### src/rtl/rvc_asap_5pl_fpga_in_sync.sv
// Board input conditioning: synchronize and debounce buttons/switches,
// then derive press/change pulses and wrapping press counters.
module rvc_asap_5pl_fpga_in_sync #(
  parameter int SYNC_STAGES     = 2,
  parameter int DEBOUNCE_CYCLES = 50000,
  parameter int CNT_W           = 16
) (
  input  logic       Clock,
  input  logic       Rst,
  input  logic       RawButton_0,
  input  logic       RawButton_1,
  input  logic [9:0] RawSwitch,
  output logic       Button_0,
  output logic       Button_1,
  output logic [9:0] Switch,
  output logic       Button0Press,
  output logic       Button1Press,
  output logic       SwitchChange,
  output logic [7:0] Button0PressCnt,
  output logic [7:0] Button1PressCnt
);

  localparam int N = 12;
  localparam logic [CNT_W-1:0] LAST = CNT_W'(DEBOUNCE_CYCLES - 1);

  logic [N-1:0]                   raw;
  logic [N-1:0]                   sync_v;
  logic [N-1:0]                   stable;
  logic [N-1:0]                   hist;
  logic [SYNC_STAGES-1:0][N-1:0]  chain;
  logic [N-1:0][CNT_W-1:0]        cnt;
  logic [7:0]                     cnt0;
  logic [7:0]                     cnt1;

  // Bit 0/1 are the buttons, bits 11:2 the switches.
  assign raw    = {RawSwitch, RawButton_1, RawButton_0};
  assign sync_v = chain[SYNC_STAGES-1];

  always_ff @(posedge Clock or posedge Rst) begin
    if (Rst) begin
      chain <= '0;
    end else begin
      chain <= {chain[SYNC_STAGES-2:0], raw};
    end
  end

  always_ff @(posedge Clock or posedge Rst) begin
    if (Rst) begin
      stable <= '0;
      cnt    <= '0;
    end else begin
      for (int i = 0; i < N; i++) begin
        if (sync_v[i] == stable[i]) begin
          cnt[i] <= '0;
        end else if (cnt[i] == LAST) begin
          stable[i] <= sync_v[i];
          cnt[i]    <= '0;
        end else begin
          cnt[i] <= cnt[i] + 1'b1;
        end
      end
    end
  end

  always_ff @(posedge Clock or posedge Rst) begin
    if (Rst) begin
      hist <= '0;
      cnt0 <= '0;
      cnt1 <= '0;
    end else begin
      hist <= stable;
      if (Button0Press) cnt0 <= cnt0 + 8'd1;
      if (Button1Press) cnt1 <= cnt1 + 8'd1;
    end
  end

  assign Button_0        = stable[0];
  assign Button_1        = stable[1];
  assign Switch          = stable[11:2];
  assign Button0Press    = stable[0] & ~hist[0];
  assign Button1Press    = stable[1] & ~hist[1];
  assign SwitchChange    = |(stable[11:2] ^ hist[11:2]);
  assign Button0PressCnt = cnt0;
  assign Button1PressCnt = cnt1;

endmodule

### config.mk
export PLATFORM = sky130hd
export DESIGN_NAME = rvc_asap_5pl_fpga_in_sync
export DESIGN_NICKNAME = d
export VERILOG_FILES = /design/src/rtl/rvc_asap_5pl_fpga_in_sync.sv
export SDC_FILE = /design/constraint.sdc
export NUM_CORES = 1
export LEC_CHECK = 0
export ABC_CLOCK_PERIOD_IN_PS = 28800
export CAP_MARGIN = 20
export CORE_MARGIN = 2
export CORE_UTILIZATION = 66
export DETAILED_ROUTE_END_ITERATION = 7
export GPL_ROUTABILITY_DRIVEN = 0
export PLACE_DENSITY_LB_ADDON = 0.3
export SLEW_MARGIN = 20
export SYNTH_ARGS = -nofsm -noshare
export SYNTH_HDL_FRONTEND = slang
export SYNTH_SLANG_ARGS = --single-unit
### constraint.sdc
create_clock -name Clock -period 28.8 [get_ports Clock]
set_input_delay 7.2 -clock Clock [delete_from_list [all_inputs] [get_ports Clock]]
set_output_delay 7.2 -clock Clock [all_outputs]
set_load 0.01 [all_outputs]
==> results_dict.tcl, run 1 <==
set metrics [dict create \
    synth.distinct_cells 34 \
    clk_latency_ns 0.52 \
    rrSetupSlack_ns 26.54 \
    r2r-start "cnt[140]" \
    die_area_um2 18700 \
    cts_tree "done" \
    cp-end-kind "output pin" \
    dpl.hpwl_um 13400 \
    root_buffer "clkbuf_16" \
    syn_nets 1121 \
    grt-ovfl-total 0 \
    cts_buffers 26 \
    syn_to_final_growth_pct 14.2 \
    grt_max_degree 113 \
    grt_pass1_vias 7828 \
    drv_cap 0 \
    die_w_um 137 \
    antenna_found_initial 0 \
    hold_class "register to register" \
    dp_slack_ns 18.62 \
    rsz0062_at_grt "no" \
    layout_setup_ws_ns 19.30 \
    finalSetupTns_ns 0 \
    path_class "register to output pin" \
    clk_pin_slew_worst_paths_ns 0.07 \
    min_to "sync_v[4]" \
    required_ns 21.60 \
    synth_ff_type "dfrtp_1" \
    final.min_clock_period_ns 9.50 \
    n_fill_cell 1129 \
    worstMarginPinSlew_ns 0.978 \
    period_share 0.330 \
    core_area_um2 17200 \
    postCtsHoldBufs 0 \
    max_freq_mhz 105 \
    whs_path_depth 0 \
    placed_area_um2 12300 \
    utilization 0.770 \
    clock_skew_ns 0.0121 \
    syn_area_um2 11600 \
    vias 8108 \
    ctsResizeCount 0 \
    cts_max_level 1 \
    hold_viol_final 0 \
    clockBufferDepth 3 \
    async_reset_ff_frac 1.00 \
    finalInstanceArea_um2 13300 \
    avgViaCountPerCell 5.80 \
    initial_core_util 0.674 \
    num_rows 48 \
    finalNetCount 1181 \
    wl_um 21800 \
    die_y_um 137 \
    status "finished clean" \
    yosys.area.top_type "dfrtp_1" \
    synth_top_area_frac 0.552 \
    synth.top_cells.by_area "dfrtp_1, xnor2_1, nor2_1" \
    regArea_um2 6410 \
    p_leak_nw 5.56 \
    ys_seq_area_frac 0.552 \
    drv_slew 0 \
    maxSlewHeadroom 0.348 \
    worst_ep_arrival_time_ns 2.30 \
    ios 45 \
    min-delay-start "chain[4]" \
    cts_sinks 256 \
    synth_common_cells "dfrtp_1, nor2_1, xnor2_1, nand3_1, nor4_1" \
    first_pass_iters 4 \
    n_antenna_cell 0 \
    drc 0 \
    wl_per_cell_um 15.6 \
    drive_above_1_share 0.0656 \
    syn_avg_cell_area_um2 10.6 \
    ant_nets 0 \
    syn_inst 1093 \
    ys_ff_latch 256 \
    hold_ws_ns 0.347 \
    postCtsSetupRepairBufs 0 \
    worstSetupStartpointType "register" \
    reg2regPathDepth 4 \
    grt_pass1_wl_um 37100 \
    synth_edf_count 0 \
    r2r_end "cnt[141]" \
    power.density_nw_per_um2 57.9 \
    port_buffers 44 \
    multi_input_area_um2 4990 \
    cp_max_fo 5 \
    ys.warnings.count 0 \
    ir_worst_vdd_v 0.0000504 \
    setup_violations 0 \
    post-synth-top-count-cell "dfrtp_1" \
    grt_usage 0.242 \
    drt_iter0_drc 442 \
]
==> sequential cells by signal (all words and copies together) (netlist names) <==
signal	flops
Button0PressCnt	8
Button1PressCnt	8
chain	12
cnt	192
hist	12
stable	12
sync_v	12
==> worst max-delay path: stages, from the launching register on <==
cell,delay [ns]
dfrtp_1,0.46
xor2_1,0.21
nor4_1,0.39
nand4_1,0.20
clkdlybuf4s50_1,0.52
==> routing by layer <==
metal / vias to the layer above / share of wire / GRT usage
met5: - / 0 / 0
met4: 0 / 0.022 / 0.0637
met3: 37 / 0.041 / 0.0407
met2: 173 / 0.49 / 0.404
met1: 4028 / 0.44 / 0.334
li1: 3870 / - / -
==> power breakdown <==
part	switching (mW)	leakage, nW	internal, mW
registers	0.00549	3.49	0.365
clock network	0.138	0.476	0.237
logic	0.0149	1.59	0.00698
total	0.158	5.56	0.610
==> cells in the final DEF, fill, tap and decap left out, drive strengths merged, types with 37 or more instances in the layout <==
| cell | instances |
|---|---|
| nand2 | 48 |
| xnor2 | 153 |
| nor3 | 37 |
| nor2 | 222 |
| inv | 38 |
| clkdlybuf4s50 | 44 |
| nand4 | 52 |
| nor4 | 57 |
| dfrtp | 256 |
| nand3 | 71 |
| xor2 | 47 |
==> per-stage QoR <==
stage / total power [mW] / std cells
after floorplan: 0.393 / 1093
after global placement: 0.399 / 1350
after detailed placement: 0.400 / 1350
after CTS: 0.775 / 1398
after global routing: 0.793 / 1398
final: 0.768 / 1398
==> logic make-up (layout without fill, tap and decap cells) <==
group	count (synthesis)	count (layout)	share of synthesized area
flops	256	256	0.552
buf+inv	52	132	0.0187
mux	14	14	0.0139
fa+ha+maj	14	14	0.0151
simple gates	543	543	0.230
compound gates	14	14	0.0204
xor+xnor	200	200	0.151
==> how the worst max path moves through the flow <==
stage | start | end | slack (ns) | depth (start not counted)
after global routing | Rst | cnt[77] | 18.84 | 4
final | stable[8] | SwitchChange | 19.30 | 4
after floorplan | Rst | Button0PressCnt[0] | 14.56 | 1
after detailed placement | Rst | cnt[68] | 18.62 | 4
after global placement | Rst | cnt[68] | 18.66 | 4
after CTS | Rst | cnt[77] | 19.17 | 4
==> final cells by class <==
class	count	area share
timing repair buffer	46	0.0343
clock buffer	34	0.0567
tap	225	0.0212
multi-input combinational	785	0.376
clock inverter	14	0.0172
inverter	38	0.0113
sequential	256	0.483
Power figures use the tool's default switching activity.
==> run 2: changes to the inputs <==
Settings changed: ABC_CLOCK_PERIOD_IN_PS 28800 to 7800, CORE_UTILIZATION 66 to 55.
Clock period 28.8 ns to 7.8 ns, I/O delays scaled along.
==> run 2 against run 1 <==
Against the previous run:
- worst hold slack about the same
- die area increased by 19%
- global-route usage decreased by 5.2 points
- final area increased by 0.28%
- first-iteration DRC count increased by 10%
- critical path type unchanged
- sequential share of layout area decreased by 0.14 points
- via count decreased by 2.6%
==> results_dict.tcl, run 2 (synthesis gave the netlist of run 1 again) <==
set metrics [dict create \
    r2r-start "cnt[176]" \
    cp_max_fo 5 \
    die_w_um 149 \
    cts_max_level 1 \
    period_share 0.545 \
    layout_common_cells "dfrtp_1, nor2_1, xnor2_1, nand3_1, nor4_1" \
    ctsResizeCount 0 \
    grt_usage 0.190 \
    drv_slew 0 \
    final.min_clock_period_ns 4.25 \
    maxSlewHeadroom 0.401 \
    cp_top_family "simple AND/OR/NAND/NOR gates" \
    finalSetupTns_ns 0 \
    utilization 0.637 \
    antenna_found_initial 0 \
    seqPwrFrac 0.495 \
    crit_chain "xor2_1 > nor4_1 > nand4_1 > clkdlybuf4s50_1" \
    wl_per_cell_um 14.0 \
    p_leak_nw 5.55 \
    top_register "cnt" \
    required_ns 5.85 \
    ios 45 \
    n_antenna_cell 0 \
    grt_pass1_vias 7704 \
    clockBufferDepth 3 \
    initial_core_util 0.556 \
    placed_area_um2 12400 \
    max_freq_mhz 235 \
    finalNetCount 1184 \
    clk_pin_slew_worst_paths_ns 0.06 \
    vias 7896 \
    ir_worst_vdd_v 0.000190 \
    syn_to_final_growth_pct 14.5 \
    root_buffer "clkbuf_16" \
    p_int_mw 2.18 \
    sw_frac_of_total 0.212 \
    hold_viol_final 0 \
    ant_nets 0 \
    dp_cells 1401 \
    postCtsSetupRepairBufs 0 \
    cp.buffers_inverters 1 \
    grt_max_degree 140 \
    num_rows 53 \
    drive_above_1_share 0.0646 \
    first_pass_iters 5 \
    wl_um 20400 \
    combPwrFrac 0.029 \
    setup_violations 0 \
    grt_pass1_wl_um 35700 \
    die_area_um2 22300 \
    p_sw_mw 0.585 \
    die_y_um 149 \
    worstMarginPinSlew_ns 0.895 \
    cts_sinks 256 \
    max_stage_delay_ns 0.51 \
    clk_latency_ns 0.53 \
    power.density_nw_per_um2 208 \
    status "finished clean" \
    hold_class "register to register" \
    grt-ovfl-total 0 \
    hold_ws_ns 0.346 \
    largest_register_ff_count 192 \
    min-delay-start "chain[2]" \
    cts_tree "done" \
    cp_slowest_cell "clkdlybuf4s50_1" \
    clock_skew_ns 0.00901 \
    cts_buffers 28 \
    rsz0062_at_grt "no" \
    worst_ep_arrival_time_ns 2.30 \
    cp-end-kind "output pin" \
    p_clk_frac 0.476 \
    port_buffers 44 \
    worstSetupStartpointType "register" \
    crit_start "stable[5]" \
    dpl.hpwl_um 13200 \
    final_common_cell "dfrtp_1" \
    finalInstanceArea_um2 13300 \
    path_class "register to output pin" \
    drv_cap 0 \
    avgViaCountPerCell 5.44 \
    drc 0 \
    drt_iter0_drc 487 \
    postCtsHoldBufs 0 \
    fin_cells 1452 \
    core_area_um2 20900 \
]
## run 2: changes by cell type in the layout (fill, tap and decap cells not counted), sizes merged
cell / previous run / this run
bufinv: 6 / 2
buf: 2 / 3
clkinvlp: 3 / 2
clkbuf: 34 / 42
## run 2: layout make-up
type                       instances  area [um2]
sequential                       256        6410
fill                            1670        7590
inverter                          38         146
multi-input combinational        785        4990
tap                              275         344
clock inverter                     9         104
timing repair buffer              47         475
clock buffer                      42         835
## run 2: path summary, 6_finish.rpt
kind | cells after the start | slack (ns) | to
min in group asynchronous | 2 | 1.84 | Button1PressCnt[7]
max in group asynchronous | 4 | 4.43 | cnt[123]
worst min register to register | 0 | 0.35 | sync_v[2]
worst min-delay path | 0 | 0.35 | sync_v[2]
worst max-delay path | 4 | 3.55 | SwitchChange
worst max register to register | 4 | 5.62 | cnt[187]
## run 2: metrics by stage
stage	setup WS [ns]	power [mW]
2_1_floorplan	2.48	1.45
3_3_place_gp	3.78	1.47
3_5_place_dp	3.74	1.48
4_1_cts	3.51	2.80
5_1_grt	3.39	2.88
6_report	3.55	2.77
## run 2: layer usage
layer  vias to the layer above  GRT usage  wire length [um]
li1                       3867          -                 -
met4                         0     0.0429               438
met1                      3858      0.266              9600
met3                        39     0.0321               803
met2                       132      0.315              9560
met5                         -          0                 0
## run 2: power by group through the flow
stage / registers (mW) / logic [mW] / clock network (mW)
after floorplan: 1.39 / 0.0614 / 0
after detailed placement: 1.39 / 0.0834 / 0
after CTS: 1.37 / 0.0841 / 1.35
after global routing: 1.37 / 0.0943 / 1.41
after global placement: 1.39 / 0.0819 / 0
final: 1.37 / 0.0806 / 1.32
==> run 3: changes to the inputs <==
Settings changed: ABC_CLOCK_PERIOD_IN_PS 7800 to 4370, CORE_UTILIZATION 55 to 61.
Clock period 7.8 ns to 4.37 ns, I/O delays scaled along.
==> run 3 against run 2 <==
Against the previous run:
- worst hold slack improved by 0.0016 ns
- cell count fell by 2.6%
- sequential power rose by 79%
- critical path depth did not move
- first-iteration DRC count fell by 4.7%
- register-to-register slack got worse by 3.4 ns
- flip-flop and latch count did not move
- total power rose by 86%
- worst setup slack got worse by 2.5 ns
- utilization rose by 7.9 points
- combinational power rose by 94%
==> results_dict.tcl, run 3 (synthesis gave the netlist of run 1 again) <==
set metrics [dict create \
    status "finished clean" \
    grt_pass1_wl_um 37100 \
    n_antenna_cell 0 \
    ant_nets 0 \
    power_mw 5.13 \
    syn_to_final_growth_pct 15.3 \
    grt_usage 0.221 \
    worstMarginPinSlew_ns 0.866 \
    clk_latency_ns 0.52 \
    vias 7962 \
    ios 45 \
    hold_class "register to register" \
    hold_viol_final 0 \
    max_stage_delay_ns 0.53 \
    p_clk_frac 0.493 \
    power.density_nw_per_um2 383 \
    clock_skew_ns 0.00967 \
    p_int_mw 4.04 \
    cts_sinks 256 \
    p_leak_nw 5.60 \
    grt_max_degree 56 \
    final.min_clock_period_ns 3.33 \
    cp.buffers_inverters 1 \
    utilization 0.716 \
    first_pass_iters 5 \
    seqPwrFrac 0.477 \
    num_rows 50 \
    period_share 0.761 \
    top_register "cnt" \
    cts_max_level 1 \
    fin_cells 1414 \
    root_buffer "clkbuf_16" \
    drt_iter0_drc 464 \
    drv_cap 0 \
    worst_ep_arrival_time_ns 2.23 \
    rsz0062_at_grt "no" \
    cp_slowest_cell "clkdlybuf4s50_1" \
    clk_pin_slew_worst_paths_ns 0.07 \
    wl_per_cell_um 15.0 \
    grt_pass1_vias 8038 \
    die_y_um 142 \
    initial_core_util 0.621 \
    cp_top_family "simple AND/OR/NAND/NOR gates" \
    drc 0 \
    ir_worst_vdd_v 0.000326 \
    setup_violations 0 \
    cts_buffers 27 \
    layout_common_cells "dfrtp_1, nor2_1, xnor2_1, nand3_1, nor4_1" \
    antenna_found_initial 0 \
    wl_um 21200 \
    p_sw_mw 1.09 \
    port_buffers 44 \
    dp_cells 1364 \
    clockBufferDepth 3 \
    maxSlewHeadroom 0.421 \
    drive_above_1_share 0.0729 \
    max_freq_mhz 301 \
    die_area_um2 20200 \
    combPwrFrac 0.030 \
    ctsResizeCount 0 \
    avgViaCountPerCell 5.63 \
    final_common_cell "dfrtp_1" \
    die_w_um 142 \
    core_area_um2 18700 \
    cp-end-kind "output pin" \
    largest_register_ff_count 192 \
    path_class "register to output pin" \
    drv_slew 0 \
    crit_chain "xor2_1 > nor4_1 > nand4_1 > clkdlybuf4s50_1" \
    grt-ovfl-total 0 \
    sw_frac_of_total 0.212 \
    finalNetCount 1188 \
    required_ns 3.28 \
    dpl.hpwl_um 13800 \
    n_fill_cell 1289 \
    postCtsSetupRepairBufs 0 \
    worstSetupStartpointType "register" \
    cts_tree "done" \
    postCtsHoldBufs 0 \
    cp_max_fo 5 \
]
run 3: changes by cell type in the layout (fill, tap and decap cells not counted), sizes merged:
| cell | delta |
|---|---|
| clkinvlp | +3 |
| buf | +5 |
| clkbuf | -10 |
| bufinv | +4 |
| clkinv | +1 |
run 3: area by class of cell:
cell class,count,area (um2),share of cell area
clock inverter,17,264,0.0197
multi-input combinational,785,4990,0.373
sequential,256,6410,0.478
inverter,38,146,0.0109
tap,234,293,0.0219
clock buffer,32,744,0.0556
timing repair buffer,52,551,0.0411
run 3: metal layers:
layer / GRT usage / vias up / part of all wire
met3: 0.0431 / 40 / 0.048
met5: 0 / - / 0
met1: 0.300 / 3907 / 0.45
li1: - / 3878 / -
met2: 0.364 / 137 / 0.48
met4: 0.0663 / 0 / 0.026
run 3: worst register-to-register path, delay by kind of cell, from the launching register on:
family | cells | cell delay (ns)
AO/OA/AOI/OAI | 1 | 0.54
adder cells (fa/ha/maj) | 1 | 0.20
flip-flops | 1 | 0.39
AND/OR/NAND/NOR | 3 | 0.87
run 3: final timing paths:
path | endpoint | from | slack (ns) | cells after the start
min reg2reg | sync_v[9] | chain[9] | 0.35 | 0
max reg2reg | cnt[45] | cnt[32] | 2.22 | 5
max in group asynchronous | cnt[41] | Rst | 2.69 | 4
min | sync_v[9] | chain[9] | 0.35 | 0
max | SwitchChange | stable[8] | 1.04 | 4
min in group asynchronous | cnt[31] | Rst | 0.88 | 2
run 3: power groups by stage:
stage / combinational [mW] / sequential, mW / clock (mW)
CTS: 0.159 / 2.44 / 2.58
global route: 0.181 / 2.45 / 2.67
detailed placement: 0.157 / 2.49 / 0
global placement: 0.152 / 2.48 / 0
finish: 0.156 / 2.45 / 2.53
floorplan: 0.110 / 2.48 / 0
run 3: through the flow:
stage | instance area, um2 | TNS (ns) | worst slack [ns] | hold slack, ns
5_1_grt | 13400 | 0 | 0.961 | 0.353
4_1_cts | 13400 | 0 | 1.02 | 0.353
2_1_floorplan | 11600 | -24.10 | -0.0941 | 0.331
3_5_place_dp | 12400 | 0 | 1.58 | 0.338
6_report | 13400 | 0 | 1.04 | 0.348
3_3_place_gp | 12400 | 0 | 1.65 | 0.334
